`src/rtl/uart_tx_fifo_if.sv`:
```
// Producer-side valid/ready byte handshake into the buffered UART transmitter.
// The producer drives tx_valid/tx_data; the transmitter returns tx_ready.
interface uart_tx_fifo_if #(
  parameter int DATA_BITS = 8
);
  logic                 tx_valid;
  logic                 tx_ready;
  logic [DATA_BITS-1:0] tx_data;

  modport master (output tx_valid, output tx_data, input tx_ready);
  modport slave  (input tx_valid, input tx_data, output tx_ready);
endinterface

```
`src/rtl/uart_tx_fifo.sv`:
```
// Buffered UART transmitter: FIFO in front of a configurable-format serialiser.
// Define UART_TX_CTS_EN to add cts_n flow control on frame starts.
//
// state     | meaning
// ----------+------------------------------------------------
// ST_IDLE   | line high, baud counter held at 0, waiting for data
// ST_START  | start bit (low) for one bit period
// ST_DATA   | DATA_BITS bit periods, LSB first
// ST_PARITY | parity bit period (not entered when PARITY = 0)
// ST_STOP   | STOP_BITS high periods, then next start or idle
module uart_tx_fifo #(
  parameter int MAIN_CLK   = 100000000,
  parameter int BAUD       = 115200,
  parameter int DATA_BITS  = 8,
  parameter int PARITY     = 0,
  parameter int STOP_BITS  = 1,
  parameter int FIFO_DEPTH = 16
) (
  input  logic                        clk,
  input  logic                        reset_n,
  uart_tx_fifo_if.slave               tx_if,
  output logic                        uart_tx,
  output logic                        busy,
  output logic [$clog2(FIFO_DEPTH):0] fifo_level
`ifdef UART_TX_CTS_EN
  ,
  input  logic                        cts_n
`endif
);

  localparam int BAUD_DIVIDE = MAIN_CLK / BAUD;
  localparam int CNT_W       = $clog2(BAUD_DIVIDE);
  localparam int PTR_W       = $clog2(FIFO_DEPTH);

  localparam logic [CNT_W-1:0] BAUD_LAST  = CNT_W'(BAUD_DIVIDE - 1);
  localparam logic [CNT_W-1:0] CNT_ONE    = CNT_W'(1);
  localparam logic [PTR_W-1:0] PTR_ONE    = PTR_W'(1);
  localparam logic [PTR_W:0]   LEVEL_ONE  = (PTR_W+1)'(1);
  localparam logic [PTR_W:0]   LEVEL_FULL = (PTR_W+1)'(FIFO_DEPTH);
  localparam logic [3:0]       DATA_LAST  = 4'(DATA_BITS - 1);
  localparam logic [3:0]       STOP_LAST  = 4'(STOP_BITS - 1);

  typedef enum logic [2:0] {
    ST_IDLE,
    ST_START,
    ST_DATA,
    ST_PARITY,
    ST_STOP
  } state_t;

  state_t               state;
  logic [CNT_W-1:0]     baud_cnt;
  logic [3:0]           bit_cnt;
  logic [DATA_BITS-1:0] shift_reg;
  logic                 parity_bit;

  logic [DATA_BITS-1:0] mem [FIFO_DEPTH];
  logic [PTR_W-1:0]     wr_ptr;
  logic [PTR_W-1:0]     rd_ptr;
  logic [DATA_BITS-1:0] head;
  logic                 head_parity;
  logic                 push;
  logic                 pop;
  logic                 cts_ok;
  logic                 frame_end;

`ifdef UART_TX_CTS_EN
  logic [1:0] cts_sync;

  // Resets to "not clear" so nothing starts before the line partner is sampled.
  always_ff @(posedge clk or negedge reset_n) begin
    if (!reset_n) cts_sync <= 2'b11;
    else          cts_sync <= {cts_sync[0], cts_n};
  end

  assign cts_ok = ~cts_sync[1];
`else
  assign cts_ok = 1'b1;
`endif

  assign head        = mem[rd_ptr];
  assign head_parity = (PARITY == 1) ? ~^head : ^head;

  assign tx_if.tx_ready = (fifo_level != LEVEL_FULL);
  assign push           = tx_if.tx_valid & tx_if.tx_ready;
  assign frame_end      = (state == ST_STOP) && (baud_cnt == '0) && (bit_cnt == STOP_LAST);
  assign pop            = (fifo_level != '0) & cts_ok & ((state == ST_IDLE) | frame_end);
  assign busy           = (state != ST_IDLE) | (fifo_level != '0);

  always_ff @(posedge clk) begin
    if (push) mem[wr_ptr] <= tx_if.tx_data;
  end

  always_ff @(posedge clk or negedge reset_n) begin
    if (!reset_n) begin
      wr_ptr     <= '0;
      rd_ptr     <= '0;
      fifo_level <= '0;
    end else begin
      if (push) wr_ptr <= wr_ptr + PTR_ONE;
      if (pop)  rd_ptr <= rd_ptr + PTR_ONE;
      case ({push, pop})
        2'b10:   fifo_level <= fifo_level + LEVEL_ONE;
        2'b01:   fifo_level <= fifo_level - LEVEL_ONE;
        default: fifo_level <= fifo_level;
      endcase
    end
  end

  always_ff @(posedge clk or negedge reset_n) begin
    if (!reset_n) begin
      state      <= ST_IDLE;
      baud_cnt   <= '0;
      bit_cnt    <= '0;
      shift_reg  <= '0;
      parity_bit <= 1'b0;
      uart_tx    <= 1'b1;
    end else begin
      case (state)
        ST_IDLE: begin
          baud_cnt <= '0;
          uart_tx  <= 1'b1;
        end
        ST_START: begin
          if (baud_cnt == '0) begin
            baud_cnt  <= BAUD_LAST;
            bit_cnt   <= '0;
            uart_tx   <= shift_reg[0];
            shift_reg <= shift_reg >> 1;
            state     <= ST_DATA;
          end else begin
            baud_cnt <= baud_cnt - CNT_ONE;
          end
        end
        ST_DATA: begin
          if (baud_cnt == '0) begin
            baud_cnt <= BAUD_LAST;
            if (bit_cnt != DATA_LAST) begin
              bit_cnt   <= bit_cnt + 4'd1;
              uart_tx   <= shift_reg[0];
              shift_reg <= shift_reg >> 1;
            end else if (PARITY != 0) begin
              uart_tx <= parity_bit;
              state   <= ST_PARITY;
            end else begin
              bit_cnt <= '0;
              uart_tx <= 1'b1;
              state   <= ST_STOP;
            end
          end else begin
            baud_cnt <= baud_cnt - CNT_ONE;
          end
        end
        ST_PARITY: begin
          if (baud_cnt == '0) begin
            baud_cnt <= BAUD_LAST;
            bit_cnt  <= '0;
            uart_tx  <= 1'b1;
            state    <= ST_STOP;
          end else begin
            baud_cnt <= baud_cnt - CNT_ONE;
          end
        end
        ST_STOP: begin
          if (baud_cnt != '0) begin
            baud_cnt <= baud_cnt - CNT_ONE;
          end else if (bit_cnt != STOP_LAST) begin
            baud_cnt <= BAUD_LAST;
            bit_cnt  <= bit_cnt + 4'd1;
          end else begin
            state <= ST_IDLE;
          end
        end
        default: begin
          state   <= ST_IDLE;
          uart_tx <= 1'b1;
        end
      endcase

      // A pop only happens from IDLE or at the last stop cycle; it overrides the
      // idle transition so back-to-back frames have no gap.
      if (pop) begin
        shift_reg  <= head;
        parity_bit <= head_parity;
        baud_cnt   <= BAUD_LAST;
        uart_tx    <= 1'b0;
        state      <= ST_START;
      end
    end
  end

endmodule

```
`src/flat_wrapper.sv`:
```
// flat-port wrapper written by rule: the top's interface ports become plain ports
module uart_tx_fifo_flat 
#(
  parameter int MAIN_CLK   = 100000000,
  parameter int BAUD       = 115200,
  parameter int DATA_BITS  = 8,
  parameter int PARITY     = 0,
  parameter int STOP_BITS  = 1,
  parameter int FIFO_DEPTH = 16
)
  (clk, reset_n, uart_tx, busy, fifo_level, tx_if_tx_valid, tx_if_tx_data, tx_if_tx_ready);
  uart_tx_fifo_if #(.DATA_BITS(DATA_BITS)) tx_if_i ();
  input  logic clk;
  input  logic reset_n;
  output logic uart_tx;
  output logic busy;
  output logic [$clog2(FIFO_DEPTH):0] fifo_level;
  input wire logic [$bits(tx_if_i.tx_valid)-1:0] tx_if_tx_valid;
  input wire logic [$bits(tx_if_i.tx_data)-1:0] tx_if_tx_data;
  output wire logic [$bits(tx_if_i.tx_ready)-1:0] tx_if_tx_ready;
  assign tx_if_i.tx_valid = tx_if_tx_valid;
  assign tx_if_i.tx_data = tx_if_tx_data;
  assign tx_if_tx_ready = tx_if_i.tx_ready;
  uart_tx_fifo #(.MAIN_CLK(MAIN_CLK), .BAUD(BAUD), .DATA_BITS(DATA_BITS), .PARITY(PARITY), .STOP_BITS(STOP_BITS), .FIFO_DEPTH(FIFO_DEPTH)) u_core (.clk(clk), .reset_n(reset_n), .tx_if(tx_if_i), .uart_tx(uart_tx), .busy(busy), .fifo_level(fifo_level));
endmodule
```
`config.mk`:
```
export PLATFORM = sky130hd
export DESIGN_NAME = uart_tx_fifo_flat
export DESIGN_NICKNAME = d
export VERILOG_FILES = /design/src/rtl/uart_tx_fifo_if.sv /design/src/rtl/uart_tx_fifo.sv /design/src/flat_wrapper.sv
export SDC_FILE = /design/constraint.sdc
export NUM_CORES = 1
export LEC_CHECK = 0
export ABC_AREA = 0
export CORE_MARGIN = 2
export CORE_UTILIZATION = 30
export DETAILED_ROUTE_END_ITERATION = 10
export PLACE_DENSITY_LB_ADDON = 0.15
export SYNTH_ARGS = -nofsm -noshare
export SYNTH_HDL_FRONTEND = slang
export SYNTH_SLANG_ARGS = --single-unit
export TNS_END_PERCENT = 5
```
`constraint.sdc`:
```
create_clock -name clk -period 2.82 [get_ports clk]
set_input_delay 0.564 -clock clk [delete_from_list [all_inputs] [get_ports clk]]
set_output_delay 0.564 -clock clk [all_outputs]
set_load 0.03 [all_outputs]
```
==> flow_summary.yaml, run 1 <==
status:
  status: "completed"
layout:
  largest_reg_flops: 128
  drive_above_1_share: 0.228
  final_cell_mix: "edfxtp_1, dfrtp_1, mux4_2"
  area_delta_synth_final_pct: 18.1
  stdcell_count: 823
  mostFrequentLayoutCell: "edfxtp_1"
  fin_util: 0.362
  antenna_cells: 0
  nets: 514
global_routing:
  grt_pass1_vias: 4062
  grt.total_usage: 0.124
  grt_start_max_net_pins: 40
  grt_pass1_wl_mm: 23.6
  overflow: 0
  antenna_found_initial: 0
setup_path:
  worst-path-stages: 12
  crit_slowest_cell: "dfrtp_2"
  cp_top_family: "simple AND/OR/NAND/NOR gates"
  critPathRequiredTime_ns: 3.12
  cpPeakStageDelay_ns: 0.44
  start_kind: "register"
  crit_type: "reg2reg"
  arrival_ns: 2.99
  crit_path_end_kind: "register"
  cp_max_fo: 9
  cp.buffers_inverters: 1
  path_cells: "or3_4 -> or3b_4 -> and2_4 -> inv_4 -> ha_4 -> xor2_2 -> ha_2 -> nor3b_2 -> a31oi_1 -> o22ai_1 -> nand2_1 -> xnor2_1"
  r2r_cells: 12
  reg2reg_slack_ns: 0.13
logic_synthesis:
  synth-async-reset-ratio: 0.234
  synth_flop_cell: "edfxtp_1"
  ys_warn_count: 0
  synth-seq-area-share: 0.669
  syn_nets: 482
  postSynthAreaPerCell_um2: 15.7
  syn_area_mm2: 0.00721
  synthCells: 459
  yosysUniqueCellTypes: 56
  synth_edf_count: 128
  ys_seq_elements: 167
power:
  pwr-share-comb: 0.318
  p_total_mw: 8.52
  intPower_mw: 5.61
  ir_worst_vdd_v: 0.000407
  seqPwrFrac: 0.404
  p_leak_nw: 3.00
  p_switching_mw: 2.91
  switching_share: 0.342
  p_clk_frac: 0.277
  p_per_area_mw_per_mm2: 1000
timing:
  hold_viol: 0
  skew_ns: 0.0160
  relSlewSlack: 0.360
  setup_viol_count_final: 0
  tightest_slew_ns: 0.956
  post-route-period-util: 0.953
  rsz0062_at_grt: "false"
  fin_ws_ns: 0.132
  slew_viol_final: 0
  period_minus_slack_ns: 2.69
  holdWs_ns: 0.266
  max_freq_mhz: 372
clock_network:
  cts_buffers: 17
  htreeDepth: 4
  cts_tree: "done"
  clockRootBuffer: "clkbuf_16"
  cts.clk_slew.worst_paths_ns: 0.08
  clockBufferDepth: 2
  cts.sinks: 167
  clk_latency_ns: 0.43
worst_hold_path:
  min_path_type: "in2async"
place:
  numPortBuffers: 18
  dp_cells: 791
  dpl.hpwl_mm: 9.70
  place_ws_ns: 0.0308
  gp_congestion: 0.758
die:
  die-area_mm2: 0.0253
  die_h_um: 159
  fp.coreArea_mm2: 0.0235
  pin_count: 19
  rows: 56
  initial_core_util: 0.306
  dieWidth_um: 159
routing:
  route.detailed.wl_per_inst_um: 18.0
  drt-vias-per-instance: 4.79
  ant_nets: 0
  drt_pass1_iterations: 4
  drtIter0Drc: 267
  num_vias: 3942
  post-route-drc-count: 0
  totalWireLength_mm: 14.8
flow_run:
  cap_viol_max_count: 0
==> power by group through the flow <==
stage | Clock (mW) | Combinational [mW] | Sequential (mW)
CTS | 2.44 | 2.76 | 3.44
finish | 2.36 | 2.71 | 3.45
detailed placement | 0 | 2.75 | 3.49
global route | 2.54 | 2.99 | 3.52
global placement | 0 | 2.72 | 3.48
floorplan | 0 | 1.96 | 3.42
==> worst reg2reg max path: cells and delay by family (launching register included) <==
| family | cells | cell delay, ns |
|---|---|---|
| xor+xnor | 2 | 0.20 |
| compound gates | 2 | 0.20 |
| flops | 1 | 0.44 |
| simple gates | 5 | 1.26 |
| fa+ha+maj | 2 | 0.41 |
| buf+inv | 1 | 0.07 |
==> per-layer routing <==
metal | GRT usage | vias up | wire length, um
li1 | - | 1845 | -
met1 | 0.157 | 2026 | 6540
met2 | 0.212 | 57 | 7680
met3 | 0.0227 | 14 | 375
met4 | 0.0508 | 0 | 228
met5 | 0 | - | 0
==> stage by stage <==
| step | area, um2 | setup TNS (ns) |
|---|---|---|
| floorplan | 7250 | -0.183 |
| global placement | 7860 | 0 |
| detailed placement | 7860 | 0 |
| CTS | 8480 | 0 |
| global route | 8510 | 0 |
| finish | 8510 | 0 |
==> cell usage after synthesis, types with 3 or more instances <==
library cell | n | area (um2)
edfxtp_1 | 128 | 3840
dfrtp_1 | 38 | 951
mux4_2 | 32 | 721
nor2_1 | 30 | 113
nand2_1 | 23 | 86.3
o21ai_0 | 20 | 100
mux2i_1 | 17 | 170
a22o_1 | 15 | 131
clkbuf_1 | 14 | 52.6
ha_1 | 12 | 150
nor3_1 | 12 | 60.1
buf_2 | 9 | 45.0
inv_1 | 9 | 33.8
nand3_1 | 9 | 45.0
a21oi_1 | 8 | 40.0
xnor2_1 | 7 | 61.3
xor2_1 | 7 | 61.3
nor2b_1 | 6 | 37.5
or3_1 | 6 | 37.5
nand2b_1 | 5 | 31.3
a221o_1 | 3 | 30.0
and3_1 | 3 | 18.8
==> kinds of logic (layout without fill, tap and decap cells) <==
| family | after synthesis | count (layout) | share of synthesized area |
|---|---|---|---|
| simple gates | 114 | 114 | 0.0819 |
| compound gates | 65 | 65 | 0.0623 |
| buf+inv | 35 | 80 | 0.0208 |
| mux | 52 | 52 | 0.128 |
| fa+ha+maj | 12 | 12 | 0.0208 |
| flops | 167 | 167 | 0.669 |
| xor+xnor | 14 | 14 | 0.0170 |
==> layout make-up <==
class	count	area [um2]
clock buffer	17	425
inverter	10	40.0
clock inverter	15	190
sequential	167	4830
tap	319	399
multi-input combinational	257	2300
timing repair buffer	38	335
fill	2278	15000
==> worst paths after layout <==
check	from	endpoint
worst max-delay path	u_core.fifo_level[3]	u_core.fifo_level[4]
worst min-delay path	reset_n	u_core.wr_ptr[2]
worst max register to register	u_core.fifo_level[3]	u_core.fifo_level[4]
worst min register to register	u_core.fifo_level[3]	u_core.fifo_level[3]
max in group asynchronous	reset_n	u_core.fifo_level[0]
min in group clk	u_core.fifo_level[3]	u_core.fifo_level[3]
==> repair_timing <==
item                       4_1_cts  5_1_grt
buffers inserted                 0        0
setup endpoints to repair        2        3
pin swaps                        0        1
hold buffers                     0        0
resized for setup                3        7
No activity file was read; power rests on OpenSTA's default activity.
==> inputs of run 2 (changes only) <==
- CTS_BUF_LIST: default -> sky130_fd_sc_hd__clkbuf_4 sky130_fd_sc_hd__clkbuf_8
- PLACE_DENSITY: default -> 0.47
- PLACE_DENSITY_LB_ADDON: 0.15 -> default
==> run 2 against run 1 <==
  * Wire length is 1.3% lower
  * Hold slack lost 0.043 ns
  * Final cell count rose by 1.2%
  * Via count about the same
  * Clock skew increased by 0.0041 ns
  * Highest routed layer unchanged
==> flow_summary.yaml, run 2 (same netlist as run 1, synthesis figures left out) <==
status:
  status: "completed"
die:
  fp.coreArea_mm2: 0.0235
  die_h_um: 159
  pin_count: 19
  rows: 56
  initial_core_util: 0.306
  dieWidth_um: 159
  die-area_mm2: 0.0253
place:
  place_ws_ns: 0.0862
  gp_congestion: 0.745
  numPortBuffers: 18
  dpl.hpwl_mm: 9.93
  place_area_mm2: 0.00793
setup_path:
  path_cells: "or3_4 -> or3b_4 -> and2_4 -> inv_4 -> ha_4 -> xor2_1 -> ha_2 -> a31oi_1 -> o22ai_1 -> nand2_1 -> xnor2_1"
  arrival_ns: 2.97
  critPathRequiredTime_ns: 3.17
  cp_top_family: "simple AND/OR/NAND/NOR gates"
  crit_path_end_kind: "register"
  r2r-end: "u_core.fifo_level[4]"
  start_kind: "register"
  reg2reg_slack_ns: 0.20
  r2r_cells: 11
  cp.buffers_inverters: 1
  cp_max_fo: 9
  r2r_start: "u_core.fifo_level[0]"
  crit_slowest_cell: "dfrtp_2"
  cpPeakStageDelay_ns: 0.41
  crit_type: "reg2reg"
layout:
  design_area_mm2: 0.00837
  antenna_cells: 0
  largest_reg_flops: 128
  mostFrequentLayoutCell: "edfxtp_1"
  final_cell_mix: "edfxtp_1, dfrtp_1, mux4_2"
  nets: 524
  area_delta_synth_final_pct: 16.2
  drive_above_1_share: 0.235
routing:
  drt-vias-per-instance: 4.73
  totalWireLength_mm: 14.6
  route.detailed.wl_per_inst_um: 17.5
  drtIter0Drc: 244
  num_vias: 3944
  ant_nets: 0
  post-route-drc-count: 0
  drt_pass1_iterations: 4
clock_network:
  clockBufferDepth: 2
  cts_tree: "done"
  cts.sinks: 167
  cts_buffers: 17
  clockRootBuffer: "clkbuf_8"
  clk_latency_ns: 0.46
  htreeDepth: 4
  hold_buffers: 0
  cts.clk_slew.worst_paths_ns: 0.11
global_routing:
  grt_start_max_net_pins: 40
  overflow: 0
  antenna_found_initial: 0
  grt_pass1_vias: 4173
  grt_pass1_wl_mm: 23.7
  grt.total_usage: 0.122
timing:
  post-route-period-util: 0.928
  hold_viol: 0
  max_freq_mhz: 382
  setup_viol_count_final: 0
  relSlewSlack: 0.393
  tightest_slew_ns: 0.910
  period_minus_slack_ns: 2.62
  slew_viol_final: 0
  setup_tns_ns: 0
  skew_ns: 0.0201
  rsz0062_at_grt: "false"
  fin_ws_ns: 0.203
  holdWs_ns: 0.223
worst_hold_path:
  min_path_type: "in2async"
power:
  p_per_area_mw_per_mm2: 943
  ir_worst_vdd_v: 0.000335
  p_leak_nw: 2.96
flow_run:
  cap_viol_max_count: 0
## run 2: metal layers
metal	track usage	routed length, um
met2	0.206	7310
met1	0.158	6800
met3	0.0274	357
met4	0.0360	153
met5	0	0
## run 2: final cells by class
| class | count | area (um2) |
|---|---|---|
| inverters | 10 | 40.0 |
| fillers | 2287 | 15200 |
| clock inverters | 15 | 179 |
| well taps | 319 | 399 |
| flip-flops and latches | 167 | 4820 |
| repair buffers | 48 | 410 |
| multi-input cells | 257 | 2290 |
| clock buffers | 17 | 234 |
## run 2: worst max-delay path by stage
stage / startpoint / to / slack (ns) / cells after the start
2_1_floorplan: u_core.fifo_level[2] / u_core.fifo_level[4] / -0.12 / 14
3_3_place_gp: u_core.bit_cnt[1] / u_core.fifo_level[4] / 0.16 / 14
3_5_place_dp: u_core.bit_cnt[1] / u_core.fifo_level[2] / 0.09 / 14
4_1_cts: u_core.bit_cnt[1] / u_core.fifo_level[4] / 0.08 / 14
5_1_grt: u_core.fifo_level[0] / u_core.fifo_level[4] / 0.008 / 12
6_report: u_core.fifo_level[0] / u_core.fifo_level[4] / 0.20 / 11
## run 2: timing repair
action / in CTS / in global routing
setup buffers: 0 / 1
setup endpoints to repair: 2 / 4
pin swaps: 0 / 2
resized for setup: 3 / 4
## run 2: power breakdown
part | total [mW] | leakage, nW | switching [mW] | internal (mW)
clock | 1.72 | 0.204 | 1.04 | 0.681
sequential | 3.49 | 1.63 | 0.388 | 3.10
combinational | 2.68 | 1.13 | 1.37 | 1.31
total | 7.89 | 2.96 | 2.80 | 5.09
## run 2: through the flow
stage	power, mW	cells	util
after floorplan	5.38	459	-
after global placement	6.23	800	0.337
after detailed placement	6.27	800	0.337
after CTS	8.00	832	0.355
after global routing	8.43	833	0.356
final	7.89	833	0.356
